[src/rtl/rpc_rd_buf_pkg.sv]
// Shared types and sizing helpers for the RPC DRAM read-buffer scheduler.
package rpc_rd_buf_pkg;

    localparam int unsigned DefDramLenWidth   = 6;
    localparam int unsigned DefBufferDepth    = 4;
    localparam int unsigned DefMaxOutstanding = 4;
    localparam int unsigned DefDramAddrWidth  = 24;

    // Scheduler states: accept a request, wait for buffer credit, present the command.
    typedef enum logic [1:0] {
        IDLE  = 2'd0,
        WAIT  = 2'd1,
        ISSUE = 2'd2
    } state_e;

    typedef logic [DefDramLenWidth-1:0] len_t;

    // Buffer capacity in words: a number of maximum-length bursts.
    function automatic int unsigned num_words(input int unsigned depth, input int unsigned len_width);
        return depth << len_width;
    endfunction

    // Credit arithmetic needs one bit above the usage width plus a sign bit.
    function automatic int unsigned credit_width(input int unsigned depth, input int unsigned len_width);
        return $clog2(num_words(depth, len_width)) + 2;
    endfunction

endpackage

[src/rtl/fifo_v3.sv]
// Small synchronous FIFO holding the lengths of bursts that are in flight.
// Pushes while full and pops while empty are ignored.
module fifo_v3 #(
    parameter int unsigned DATA_WIDTH = 8,
    parameter int unsigned DEPTH      = 4
) (
    input  logic                  clk_i,
    input  logic                  rst_ni,
    input  logic                  flush_i,
    output logic                  full_o,
    output logic                  empty_o,
    input  logic [DATA_WIDTH-1:0] data_i,
    input  logic                  push_i,
    output logic [DATA_WIDTH-1:0] data_o,
    input  logic                  pop_i
);

    localparam int unsigned        PtrWidth  = (DEPTH > 1) ? $clog2(DEPTH) : 1;
    localparam logic [PtrWidth-1:0] LastPtr  = PtrWidth'(DEPTH - 1);
    localparam logic [PtrWidth:0]  FullCount = (PtrWidth + 1)'(DEPTH);

    logic [DATA_WIDTH-1:0] mem_r [DEPTH];
    logic [PtrWidth-1:0]   rd_ptr_r;
    logic [PtrWidth-1:0]   wr_ptr_r;
    logic [PtrWidth:0]     count_r;
    logic                  push_s;
    logic                  pop_s;

    function automatic logic [PtrWidth-1:0] ptr_inc(input logic [PtrWidth-1:0] ptr);
        logic [PtrWidth-1:0] nxt;
        if (ptr == LastPtr) begin
            nxt = '0;
        end else begin
            nxt = ptr + PtrWidth'(1);
        end
        return nxt;
    endfunction

    assign full_o  = (count_r == FullCount);
    assign empty_o = (count_r == '0);
    assign data_o  = mem_r[rd_ptr_r];

    // Qualify requests so the pointers never overrun.
    always_comb begin
        push_s = push_i & ~full_o;
        pop_s  = pop_i & ~empty_o;
    end

    // Pointer and occupancy bookkeeping.
    always_ff @(posedge clk_i or negedge rst_ni) begin
        if (!rst_ni) begin
            rd_ptr_r <= '0;
            wr_ptr_r <= '0;
            count_r  <= '0;
        end else if (flush_i) begin
            rd_ptr_r <= '0;
            wr_ptr_r <= '0;
            count_r  <= '0;
        end else begin
            if (push_s) begin
                wr_ptr_r <= ptr_inc(wr_ptr_r);
            end
            if (pop_s) begin
                rd_ptr_r <= ptr_inc(rd_ptr_r);
            end
            case ({push_s, pop_s})
                2'b10:   count_r <= count_r + (PtrWidth + 1)'(1);
                2'b01:   count_r <= count_r - (PtrWidth + 1)'(1);
                default: count_r <= count_r;
            endcase
        end
    end

    // Entry storage, written on an accepted push.
    always_ff @(posedge clk_i or negedge rst_ni) begin
        if (!rst_ni) begin
            for (int i = 0; i < int'(DEPTH); i++) begin
                mem_r[i] <= '0;
            end
        end else if (push_s) begin
            mem_r[wr_ptr_r] <= data_i;
        end
    end

endmodule

[src/rtl/rpc_rd_buffer_ctrl.sv]
// Credit-based read-burst scheduler: a burst is only sent to the PHY once the
// SRAM read buffer has room for all of its words. Tracks in-flight bursts and
// gates the PHY-to-buffer write handshake; data words never pass through here.
module rpc_rd_buffer_ctrl
    import rpc_rd_buf_pkg::*;
#(
    parameter int unsigned DramLenWidth   = DefDramLenWidth,
    parameter int unsigned BufferDepth    = DefBufferDepth,
    parameter int unsigned MaxOutstanding = DefMaxOutstanding,
    parameter int unsigned DramAddrWidth  = DefDramAddrWidth,
    localparam int unsigned NumWords      = num_words(BufferDepth, DramLenWidth),
    localparam int unsigned AddrWidth     = $clog2(NumWords),
    localparam int unsigned CreditWidth   = credit_width(BufferDepth, DramLenWidth),
    localparam int unsigned OutWidth      = $clog2(MaxOutstanding + 1)
) (
    input  logic                     clk_i,
    input  logic                     rst_ni,
    input  logic                     req_valid_i,
    output logic                     req_ready_o,
    input  logic [DramAddrWidth-1:0] req_addr_i,
    input  logic [DramLenWidth-1:0]  req_len_i,
    output logic                     cmd_valid_o,
    input  logic                     cmd_ready_i,
    output logic [DramAddrWidth-1:0] cmd_addr_o,
    output logic [DramLenWidth-1:0]  cmd_len_o,
    input  logic                     phy_valid_i,
    output logic                     phy_ready_o,
    output logic                     buf_w_valid_o,
    input  logic                     buf_w_ready_i,
    input  logic [AddrWidth:0]       buf_usage_i,
    output logic                     burst_done_o,
    output logic [OutWidth-1:0]      outstanding_o,
    output logic                     err_unexp_o
);

    state_e                   state_r;
    state_e                   state_s;
    logic                     req_ready_r;
    logic                     cmd_valid_r;
    logic [DramAddrWidth-1:0] addr_r;
    logic [DramLenWidth-1:0]  len_r;
    logic [AddrWidth:0]       pending_r;
    logic [AddrWidth:0]       pending_s;
    logic [OutWidth-1:0]      outstanding_r;
    logic [OutWidth-1:0]      outstanding_s;
    logic [DramLenWidth-1:0]  cnt_r;
    logic [DramLenWidth-1:0]  cnt_s;
    logic                     done_r;
    logic                     err_r;

    logic [CreditWidth-1:0]   free_raw_s;
    logic [AddrWidth:0]       free_s;
    logic [AddrWidth:0]       burst_words_s;
    logic                     can_issue_s;
    logic                     req_hs_s;
    logic                     cmd_hs_s;
    logic                     wr_hs_s;
    logic                     last_s;
    logic                     q_full_s;
    logic                     q_empty_s;
    logic [DramLenWidth-1:0]  head_len_s;

    // Lengths of issued bursts, oldest at the head; non-empty means a burst is active.
    fifo_v3 #(
        .DATA_WIDTH (DramLenWidth),
        .DEPTH      (MaxOutstanding)
    ) i_len_queue (
        .clk_i   (clk_i),
        .rst_ni  (rst_ni),
        .flush_i (1'b0),
        .full_o  (q_full_s),
        .empty_o (q_empty_s),
        .data_i  (len_r),
        .push_i  (cmd_hs_s),
        .data_o  (head_len_s),
        .pop_i   (last_s)
    );

    assign req_hs_s      = req_valid_i & req_ready_r;
    assign cmd_hs_s      = cmd_valid_r & cmd_ready_i;
    assign wr_hs_s       = phy_valid_i & buf_w_ready_i & ~q_empty_s;
    assign last_s        = wr_hs_s & (cnt_r == head_len_s);
    assign burst_words_s = (AddrWidth + 1)'(len_r) + (AddrWidth + 1)'(1);

    // Free space not yet promised to an in-flight burst; negative clamps to zero.
    always_comb begin
        free_raw_s = CreditWidth'(NumWords) - CreditWidth'(buf_usage_i) - CreditWidth'(pending_r);
        if (free_raw_s[CreditWidth-1]) begin
            free_s = '0;
        end else begin
            free_s = free_raw_s[AddrWidth:0];
        end
    end

    assign can_issue_s = (burst_words_s <= free_s) &&
                         (outstanding_r < OutWidth'(MaxOutstanding)) && !q_full_s;

    // Next-state logic for the request/credit/command sequence.
    always_comb begin
        state_s = state_r;
        case (state_r)
            IDLE: begin
                if (req_hs_s) begin
                    state_s = WAIT;
                end else begin
                    state_s = IDLE;
                end
            end
            WAIT: begin
                if (can_issue_s) begin
                    state_s = ISSUE;
                end else begin
                    state_s = WAIT;
                end
            end
            ISSUE: begin
                if (cmd_hs_s) begin
                    state_s = IDLE;
                end else begin
                    state_s = ISSUE;
                end
            end
            default: state_s = IDLE;
        endcase
    end

    // Credit, in-flight and word-count updates; a command and a final word may coincide.
    always_comb begin
        pending_s     = pending_r;
        outstanding_s = outstanding_r;
        cnt_s         = cnt_r;
        if (cmd_hs_s) begin
            pending_s = pending_s + burst_words_s;
        end else begin
            pending_s = pending_s;
        end
        if (wr_hs_s) begin
            pending_s = pending_s - (AddrWidth + 1)'(1);
        end else begin
            pending_s = pending_s;
        end
        if (cmd_hs_s && !last_s) begin
            outstanding_s = outstanding_r + OutWidth'(1);
        end else if (!cmd_hs_s && last_s) begin
            outstanding_s = outstanding_r - OutWidth'(1);
        end else begin
            outstanding_s = outstanding_r;
        end
        if (last_s) begin
            cnt_s = '0;
        end else if (wr_hs_s) begin
            cnt_s = cnt_r + DramLenWidth'(1);
        end else begin
            cnt_s = cnt_r;
        end
    end

    // State register with outputs decoded from the next state so they leave flops.
    always_ff @(posedge clk_i or negedge rst_ni) begin
        if (!rst_ni) begin
            state_r     <= IDLE;
            req_ready_r <= 1'b0;
            cmd_valid_r <= 1'b0;
        end else begin
            state_r     <= state_s;
            req_ready_r <= (state_s == IDLE);
            cmd_valid_r <= (state_s == ISSUE);
        end
    end

    // Request capture, counters and status flags.
    always_ff @(posedge clk_i or negedge rst_ni) begin
        if (!rst_ni) begin
            addr_r        <= '0;
            len_r         <= '0;
            pending_r     <= '0;
            outstanding_r <= '0;
            cnt_r         <= '0;
            done_r        <= 1'b0;
            err_r         <= 1'b0;
        end else begin
            if (req_hs_s) begin
                addr_r <= req_addr_i;
                len_r  <= req_len_i;
            end
            pending_r     <= pending_s;
            outstanding_r <= outstanding_s;
            cnt_r         <= cnt_s;
            done_r        <= last_s;
            err_r         <= err_r | (phy_valid_i & q_empty_s);
        end
    end

    assign req_ready_o   = req_ready_r;
    assign cmd_valid_o   = cmd_valid_r;
    assign cmd_addr_o    = addr_r;
    assign cmd_len_o     = len_r;
    assign phy_ready_o   = buf_w_ready_i & ~q_empty_s;
    assign buf_w_valid_o = phy_valid_i & ~q_empty_s;
    assign burst_done_o  = done_r;
    assign outstanding_o = outstanding_r;
    assign err_unexp_o   = err_r;

endmodule
[config.mk]
export PLATFORM = sky130hd
export DESIGN_NAME = rpc_rd_buffer_ctrl
export DESIGN_NICKNAME = d
export VERILOG_FILES = /design/src/rtl/rpc_rd_buf_pkg.sv /design/src/rtl/fifo_v3.sv /design/src/rtl/rpc_rd_buffer_ctrl.sv
export SDC_FILE = /design/constraint.sdc
export NUM_CORES = 1
export LEC_CHECK = 0
export BUFFER_PORTS_ARGS = -buffer_cell sky130_fd_sc_hd__buf_2
export CORE_MARGIN = 5
export CORE_UTILIZATION = 46
export CTS_CLUSTER_SIZE = 25
export DETAILED_ROUTE_END_ITERATION = 8
export PLACE_DENSITY = 0.78
export SLEW_MARGIN = 20
export SYNTH_ARGS = -nofsm -noshare
export SYNTH_HDL_FRONTEND = slang
export SYNTH_SLANG_ARGS = --single-unit
[constraint.sdc]
create_clock -name clk_i -period 4.1 [get_ports clk_i]
set_input_delay 0.82 -clock clk_i [delete_from_list [all_inputs] [get_ports clk_i]]
set_output_delay 0.82 -clock clk_i [all_outputs]
set_load 0.01 [all_outputs]
Word-level counts from Yosys, hierarchy flattened
Cells that the tools add are included.
{"block": "classes", "add_sub_neg": 12, "order_cmp": 5, "eq_ne": 9, "n_mux": 20, "n_bitwise": 15, "n_reduce_logical": 14}
{"cell": "$mux W6", "n": 5}
{"cell": "$mux W9", "n": 3}
{"cell": "$bwmux W24", "n": 1}
{"cell": "$bmux W6 S2", "n": 1}
{"cell": "$demux W6 S2", "n": 1}
{"cell": "$and A1 B1 Y1", "n": 10}
{"cell": "$eq A2 B2 Y1 const B", "n": 5}
{"cell": "$sub A10 B9 Y10", "n": 1}
{"cell": "$sub A9 B9 Y10 const A", "n": 1}
{"cell": "$add A9 B7 Y9", "n": 1}
{"cell": "$le A7 B9 Y1", "n": 1}
{"cell": "$sub A9 B1 Y9 const B", "n": 1}
{"cell": "$mux W2", "n": 4}
{"cell": "$add A6 B1 Y7 const B", "n": 1}
{"cell": "$add A3 B1 Y3 const B", "n": 2}
{"cell": "$add A6 B1 Y6 const B", "n": 1}
{"cell": "$eq A6 B6 Y1", "n": 1}
{"cell": "$ge A3 B3 Y1 const B", "n": 2}
{"cell": "$mux W3", "n": 2}
{"cell": "$not A2 Y3", "n": 2}
{"cell": "$pmux W2 S3", "n": 1}
{"cell": "$pmux W3 S2", "n": 1}
{"cell": "$reduce_bool A2 Y1", "n": 3}
{"cell": "$sub A3 B1 Y3 const B", "n": 2}
{"cell": "12 further kinds", "n": 22}
{"block": "word_totals", "register_bits": 85, "in_bits": 45, "out_inout_bits": 39, "elab_cells": 92}

Longest topological paths before layout
Gate-level depths: netlist of run 1.
{"block": "logic_depth", "depth_word": 9, "mapped_depth": 18, "depth_no_buf": 18}

Hierarchy
Synthesis of run 1 repeated with hierarchy kept, for this count alone.
{"block": "hier_totals", "hier_cells": 447, "hier_area_um2": 5138.7}
{"module": "rpc_rd_buffer_ctrl", "n_inst": 1, "cells_each": 328, "area_per_inst_um2": 3459.6, "seq_area_each_um2": 1351.3}
{"module": "fifo_v3", "n_inst": 1, "cells_each": 119, "area_per_inst_um2": 1679.1, "seq_area_each_um2": 775.7}

Worst setup path after synthesis of run 1
Ideal clock, no wire load.
{"block": "synth_timing", "kind": "input port to flip-flop", "startpoint": "in buf_usage_i[1]", "endpoint": "reg cmd_valid_r (netlist: cmd_valid_o)", "setup_ns": 0.134, "arrival_ns": 3.862, "required_time_ns": 3.966, "path_slack_ns": 0.104, "cell_stages": 18, "path_buffers": 0, "path_cell_list": "ha_1 > inv_1 > ha_1 > inv_1 > fa_1 > nand2b_1 > a21oi_1 > nand2b_1 > a31oi_1 > xnor2_1 > nand2_1 > ha_1 > nor2b_1 > o21a_1 > o21a_1 > o21ai_0 > a221oi_1 > o31ai_1"}
{"block": "synth_via", "elab_chain_len": 9}
{"item": "from (decl)", "line": "rpc_rd_buffer_ctrl.sv:30", "source": "input logic [AddrWidth:0] buf_usage_i,"}
{"item": "$sub A9 B9 Y10", "line": "rpc_rd_buffer_ctrl.sv:87", "source": "free_raw_s = CreditWidth'(NumWords) - CreditWidth'(buf_usage_i) - CreditWidth'(pending_r);"}
{"item": "$sub A10 B9 Y10", "line": "rpc_rd_buffer_ctrl.sv:87"}
{"item": "$mux W9", "line": "rpc_rd_buffer_ctrl.sv:88", "source": "if (free_raw_s[CreditWidth-1]) begin"}
{"item": "$le A7 B9 Y1", "line": "rpc_rd_buffer_ctrl.sv:95", "source": "assign can_issue_s = (burst_words_s <= free_s) &&"}
{"item": "$logic_and A1 B1 Y1", "line": "rpc_rd_buffer_ctrl.sv:95"}
{"item": "$logic_and A1 B1 Y1", "line": "rpc_rd_buffer_ctrl.sv:96", "source": "(outstanding_r < OutWidth'(MaxOutstanding)) && !q_full_s;"}
{"item": "$mux W2", "line": "rpc_rd_buffer_ctrl.sv:110", "source": "if (can_issue_s) begin"}
{"item": "$pmux W2 S3", "line": "rpc_rd_buffer_ctrl.sv:101", "source": "case (state_r)"}
{"item": "$eq A2 B2 Y1", "line": "rpc_rd_buffer_ctrl.sv:167", "source": "cmd_valid_r <= (state_s == ISSUE);"}
{"item": "to (signal assigned)", "line": "rpc_rd_buffer_ctrl.sv:167"}
{"item": "to (decl)", "line": "rpc_rd_buffer_ctrl.sv:39", "source": "logic cmd_valid_r;"}
Every way passes these cells.
A chain may end at the register's enable or synchronous reset.

Final worst setup path of run 1
{"block": "layout_timing", "startpoint": "in buf_usage_i[1]", "endpoint": "reg state_r[1]"}
{"block": "layout_via", "elab_chain_len": 8}
{"item": "$sub A9 B9 Y10", "line": "rpc_rd_buffer_ctrl.sv:87"}
{"item": "$sub A10 B9 Y10", "line": "rpc_rd_buffer_ctrl.sv:87"}
{"item": "$mux W9", "line": "rpc_rd_buffer_ctrl.sv:88"}
{"item": "$le A7 B9 Y1", "line": "rpc_rd_buffer_ctrl.sv:95"}
{"item": "$logic_and A1 B1 Y1", "line": "rpc_rd_buffer_ctrl.sv:95"}
{"item": "$logic_and A1 B1 Y1", "line": "rpc_rd_buffer_ctrl.sv:96"}
{"item": "$mux W2", "line": "rpc_rd_buffer_ctrl.sv:110"}
{"item": "$pmux W2 S3", "line": "rpc_rd_buffer_ctrl.sv:101"}
{"item": "via state_s[1]", "line": "rpc_rd_buffer_ctrl.sv:37", "source": "state_e state_s;"}
{"item": "to (signal assigned)", "line": "rpc_rd_buffer_ctrl.sv:165", "source": "state_r <= state_s;"}
{"item": "to (decl)", "line": "rpc_rd_buffer_ctrl.sv:36", "source": "state_e state_r;"}
The timed path passes the listed nets, and every way through them passes these cells.

==> flow_summary.yaml, run 1 <==
outcome:
  status: "finished, final reports clean"
logic_synthesis:
  yosysSeqAreaShare: 0.437
  yosys_register_bits: 85
  synthCells: 429
  yosys.area.top_type: "dfrtp_1"
  synth_nets: 519
  avgSynthCellArea_um2: 11.3
  synth_top_area_share: 0.437
  synth_area_leaders: "dfrtp_1 (44%), mux2_2 (12%), ha_1 (11%)"
  synth_warnings: 0
  async_flop_share: 1.00
  synth-edff-count: 0
  synth.distinct_cells: 43
  synth_area_um2: 4860
  synthFlopType: "dfrtp_1"
timing:
  report.final.slew_viol_count: 0
  fmax_ghz: 0.262
  clock_skew_ps: 10.3
  holdWs_ps: 457
  final.setup.tns_ps: 0
  relSlewSlack: 0.501
  worst_slew_pin_slew_ps: 749
  fin_crit_sh: 0.930
  hold_viol: 0
  min_period_ps: 3810
  finalSetupViolations: 0
  rsz0062_at_grt: "no"
cells_and_area:
  areaGrowthSynthToFinish_pct: 16.0
  multi_input_area_um2: 2560
  layout.nets: 609
  n_fill_cell: 898
  drive_gt1_frac: 0.303
  diodes: 0
  seqCellArea_um2: 2130
  final_common_cell: "dfrtp_1"
  mostFrequentLayoutCells: "dfrtp_1 (85), buf_2 (82), mux2_2 (51)"
floorplanning:
  core_area_um2: 10300
  fp.dieW_um: 113
  fp.dieArea_um2: 12700
  rows: 37
  ioPinCount: 84
  initial_utilization: 0.471
  die_h_um: 113
route:
  ant_nets: 0
  drtIter0Drc: 147
  first_pass_iters: 4
  wl_mm: 10.5
  drc_errors: 0
  vias_per_cell: 5.26
  vias: 3474
  wl_per_cell_um: 15.9
setup_path:
  cp_num_buf_inv: 4
  end_kind: "register"
  slowest_delay_ps: 380
  crit_family: "adder cells"
  critical_path.cell_chain: "buf_2 -> ha_1 -> inv_1 -> ha_1 -> inv_1 -> fa_1 -> nand2b_1 -> a21oi_1 -> nand2b_1 -> a31oi_1 -> xnor2_1 -> nand2_1 -> ha_1 -> nor2b_1 -> o21a_1 -> o21a_1 -> o21ai_0 -> a221oi_1 -> buf_4 -> o31ai_1"
  cp_slowest_cell: "fa_1"
  cpMostUsedCell: "ha_1"
  arrival_ps: 4080
  crit_required_ps: 4360
  crit_fanout: 3
  cp-start-kind: "input pin"
  crit_type: "in2reg"
clock_network:
  post-cts-setup-buffers: 0
  cts_tree: "done"
  htreeDepth: 3
  cts_hold_buffers: 0
  clk_pin_slew_ps: 90
  clock-sinks: 85
  cts-root-buf: "clkbuf_8"
  clock_latency_ps: 360
  ctsResizeCount: 0
  cts_made_buffers: 9
  cts_max_path_buffers: 2
power:
  internal-power_uw: 2800
  switchingPower_uw: 2070
  pwr-share-clk: 0.115
  p_comb_frac: 0.561
  leakage_uw: 0.00271
  p_seq_frac: 0.324
  switching_share: 0.425
  ir_drop_uv: 484
  power_density_nw_per_um2: 864
grt:
  globalRouteOverflowTotal: 0
  grt_pass1_wl_mm: 17.7
  grt_usage: 0.172
  grt_antenna_before_repair: 0
  first_global_vias: 3680
  grt_max_degree: 86
placement:
  port_buffers: 83
  hpwl_mm: 7.96
  gp_congestion: 0.970
hold_path:
  hp-class: "reg2reg"
run:
  maxCapViolations: 0
-- area by class of cell --
cell class,count,area share
Clock buffer,12,0.0275
Clock inverter,4,0.00577
Inverter,37,0.0246
Multi-Input combinational cell,298,0.454
Sequential cell,85,0.377
Tap cell,136,0.0302
Timing Repair Buffer,88,0.0814
-- stage by stage --
stage | total power, uW | worst slack [ps] | std cells | util | instance area [um2]
final | 4870 | 285 | 660 | 0.546 | 5640
after global routing | 5310 | 41.5 | 660 | 0.546 | 5640
after CTS | 4890 | 279 | 660 | 0.546 | 5640
after detailed placement | 4300 | -82.1 | 644 | 0.528 | 5450
after global placement | 4160 | -19.9 | 644 | 0.528 | 5450
after floorplan | 3500 | 104 | 429 | - | 4860
-- layer usage --
metal	GRT usage	wire length (um)	vias to the layer above
met5	0	0	-
met4	0.0593	220	0
met3	0.0706	804	17
met2	0.262	4750	111
met1	0.223	4730	1670
li1	-	-	1676
-- power groups by stage --
stage / registers, uW / clock network [uW] / logic [uW]
finish: 1580 / 560 / 2730
detailed placement: 1590 / 0 / 2700
global placement: 1560 / 0 / 2600
global route: 1640 / 619 / 3060
CTS: 1580 / 574 / 2740
floorplan: 1550 / 0 / 1950
-- cells in the mapped netlist, types with 5 or more instances --
cell type and n:
nand2b_1 8, xnor2_1 21, mux2i_1 5, xor2_1 16, o21a_1 5, clkbuf_1 8
a21oi_1 14, nand3_1 11, inv_1 36, mux2_2 51, nor2_1 23, mux4_1 6
o21ai_0 17, ha_1 41, dfrtp_1 85, nand2_1 27
-- state kept, by name (all words and copies together) (netlist names) --
name                  count
cmd_valid_o               1
i_len_queue.count_r       3
outstanding_o             3
err_unexp_o               1
i_len_queue.mem_r        24
i_len_queue.rd_ptr_r      2
cnt_r                     6
burst_done_o              1
state_r                   2
i_len_queue.wr_ptr_r      2
cmd_len_o                 6
pending_r                 9
cmd_addr_o               24
req_ready_o               1
-- cell families after synthesis --
kind of cell / count (synthesis) / share of synthesized area
simple gates: 93 / 0.0947
mux: 64 / 0.167
buf+inv: 46 / 0.0370
xor+xnor: 37 / 0.0666
flops: 85 / 0.437
compound gates: 59 / 0.0754
fa+ha+maj: 45 / 0.122
-- final timing paths --
| path | start | cells past startpoint | slack, ps | endpoint |
|---|---|---|---|---|
| min in group asynchronous | rst_ni | 1 | 510 | cmd_addr_o[5]$_DFFE_PN0P_ |
| max | buf_usage_i[1] | 20 | 290 | state_r[1]$_DFF_PN0_ |
| max reg2reg | pending_r[1]$_DFF_PN0_ | 19 | 400 | state_r[1]$_DFF_PN0_ |
| min reg2reg | err_unexp_o$_DFF_PN0_ | 1 | 460 | err_unexp_o$_DFF_PN0_ |
| max in group asynchronous | rst_ni | 1 | 3090 | i_len_queue.count_r[0]$_DFFE_PN0P_ |
| min | err_unexp_o$_DFF_PN0_ | 1 | 460 | err_unexp_o$_DFF_PN0_ |
(Power assumes the default switching activity.)
==> inputs of run 2 (changes only) <==
CELL_PAD_IN_SITES_DETAIL_PLACEMENT = 1   (was not set)
CELL_PAD_IN_SITES_GLOBAL_PLACEMENT = 2   (was not set)
CORE_UTILIZATION = 37   (was 46)
PLACE_DENSITY = 0.9   (was 0.78)
==> flow_summary.yaml, run 2 (synthesized netlist as in run 1, its figures left out) <==
timing:
  rsz0062_at_grt: "no"
  fmax_ghz: 0.260
  relSlewSlack: 0.484
  report.final.slew_viol_count: 0
  worst_slew_pin_slew_ps: 774
  fin_crit_sh: 0.939
  min_period_ps: 3850
  finalSetupViolations: 0
  clock_skew_ps: 4.97
  hold_viol: 0
  holdWs_ps: 458
outcome:
  status: "finished, final reports clean"
placement:
  placedCellCount: 681
  gp_congestion: 0.894
  port_buffers: 83
  hpwl_mm: 8.85
cells_and_area:
  drive_gt1_frac: 0.307
  diodes: 0
  final_common_cell: "dfrtp_1"
  areaGrowthSynthToFinish_pct: 19.2
  final_core_util: 0.454
  layout.nets: 610
  mostFrequentLayoutCells: "dfrtp_1 (85), buf_2 (82), mux2_2 (51)"
  n_fill_cell: 1435
  final_cells: 697
setup_path:
  critical_path.cell_chain: "buf_2 -> ha_1 -> inv_1 -> ha_1 -> inv_1 -> fa_1 -> nand2b_1 -> a21oi_1 -> nand2b_1 -> a31oi_1 -> xnor2_1 -> nand2_1 -> ha_1 -> nor2b_1 -> o21a_1 -> o21a_1 -> o21ai_1 -> a221oi_2 -> buf_4 -> o31ai_1"
  crit_end: "state_r[1]$_DFF_PN0_"
  cp_num_buf_inv: 4
  rrSetupSlack_ps: 390
  crit_fanout: 3
  slowest_delay_ps: 370
  crit_start: "buf_usage_i[1]"
  cpMostUsedCell: "ha_1"
  crit_family: "adder cells"
  cp_slowest_cell: "fa_1"
  crit_required_ps: 4330
  cp-start-kind: "input pin"
  crit_type: "in2reg"
  arrival_ps: 4080
  rr_endpoint: "state_r[1]$_DFF_PN0_"
  ff2ff_path_depth: 19
  end_kind: "register"
  reg2reg_from: "pending_r[1]$_DFF_PN0_"
  crit_cells: 20
clock_network:
  cts_made_buffers: 9
  cts_max_path_buffers: 2
  clk_pin_slew_ps: 60
  clock_latency_ps: 340
  cts-root-buf: "clkbuf_16"
  htreeDepth: 3
  post-cts-setup-buffers: 0
  clock-sinks: 85
  cts_tree: "done"
power:
  switchingPower_uw: 2170
  p_comb_frac: 0.545
  pwr-share-clk: 0.150
  power_density_nw_per_um2: 894
  leakage_uw: 0.00276
  p_seq_frac: 0.305
  ir_drop_uv: 378
  internal-power_uw: 3010
  switching_share: 0.419
run:
  maxCapViolations: 0
hold_path:
  min_path_cells: 1
  hp-class: "reg2reg"
grt:
  grt_max_degree: 86
  globalRouteOverflowTotal: 0
  first_global_vias: 3961
  grt_usage: 0.155
  grt_pass1_wl_mm: 19.8
  grt_antenna_before_repair: 0
route:
  first_pass_iters: 4
  vias_per_cell: 5.08
  wl_mm: 11.6
  drc_errors: 0
  wl_per_cell_um: 16.6
  vias: 3539
  drtIter0Drc: 106
  ant_nets: 0
floorplanning:
  ioPinCount: 84
  core_area_um2: 12800
  die_h_um: 125
  initial_utilization: 0.381
  fp.dieArea_um2: 15500
  fp.dieW_um: 125
  rows: 41
[run 2: cell count changes in the layout (fill, tap and decap cells not counted), sizes merged]
cell / previous run / this run
inv: 36 / 37
clkbuf: 12 / 11
buf: 88 / 89
[run 2: worst min-delay path by stage]
stage	slack, ps	startpoint	to
global placement	430	err_unexp_o$_DFF_PN0_	err_unexp_o$_DFF_PN0_
finish	460	err_unexp_o$_DFF_PN0_	err_unexp_o$_DFF_PN0_
global route	480	err_unexp_o$_DFF_PN0_	err_unexp_o$_DFF_PN0_
CTS	460	err_unexp_o$_DFF_PN0_	err_unexp_o$_DFF_PN0_
floorplan	440	i_len_queue.mem_r[12]$_DFFE_PN0P_	i_len_queue.mem_r[12]$_DFFE_PN0P_
detailed placement	450	err_unexp_o$_DFF_PN0_	err_unexp_o$_DFF_PN0_
[run 2: worst reg2reg max path: cells and delay by family, from the launching register on]
kind	cells	cell delay, ps
AOI/OAI and AO/OA	7	1050
xor gates and xnor gates	1	210
adders and majority gates	4	1100
buffers and inverters	3	280
DFF	1	430
and+or+nand+nor	4	540
[run 2: final cells by class]
class	count	area, um2	area share
Clock buffer	11	253	0.0436
Multi-Input combinational cell	298	2560	0.442
Sequential cell	85	2130	0.367
Timing Repair Buffer	89	467	0.0805
Tap cell	172	215	0.0371
Inverter	37	139	0.0240
Clock inverter	5	33.8	0.00583
[run 2: metrics by stage]
stage,area (um2),power (uW),TNS (ps),worst slack (ps)
3_5_place_dp,5500,4380,-464,-163
3_3_place_gp,5500,4200,-28.2,-14.4
6_report,5800,5180,0,250
2_1_floorplan,4860,3500,0,104
5_1_grt,5800,5650,0,46.7
4_1_cts,5790,5220,0,198
[run 2: what timing repair did]
action	4_1_cts	5_1_grt
endpoints found under the setup margin	0	3
hold buffers	0	0
gates resized for setup	0	2
[run 2: routing by layer]
layer  global-route usage  vias up  part of all wire
li1                     -     1679                 -
met1                0.197     1766              0.44
met2                0.258       81              0.49
met3               0.0425       13             0.052
met4               0.0477        0             0.013
met5                    0        -                 0
[run 2: power by group through the flow]
| stage | clock (uW) | sequential, uW | combinational, uW |
|---|---|---|---|
| final | 778 | 1580 | 2820 |
| after global routing | 838 | 1650 | 3160 |
| after CTS | 800 | 1590 | 2830 |
| after detailed placement | 0 | 1590 | 2790 |
| after global placement | 0 | 1560 | 2640 |
| after floorplan | 0 | 1550 | 1950 |
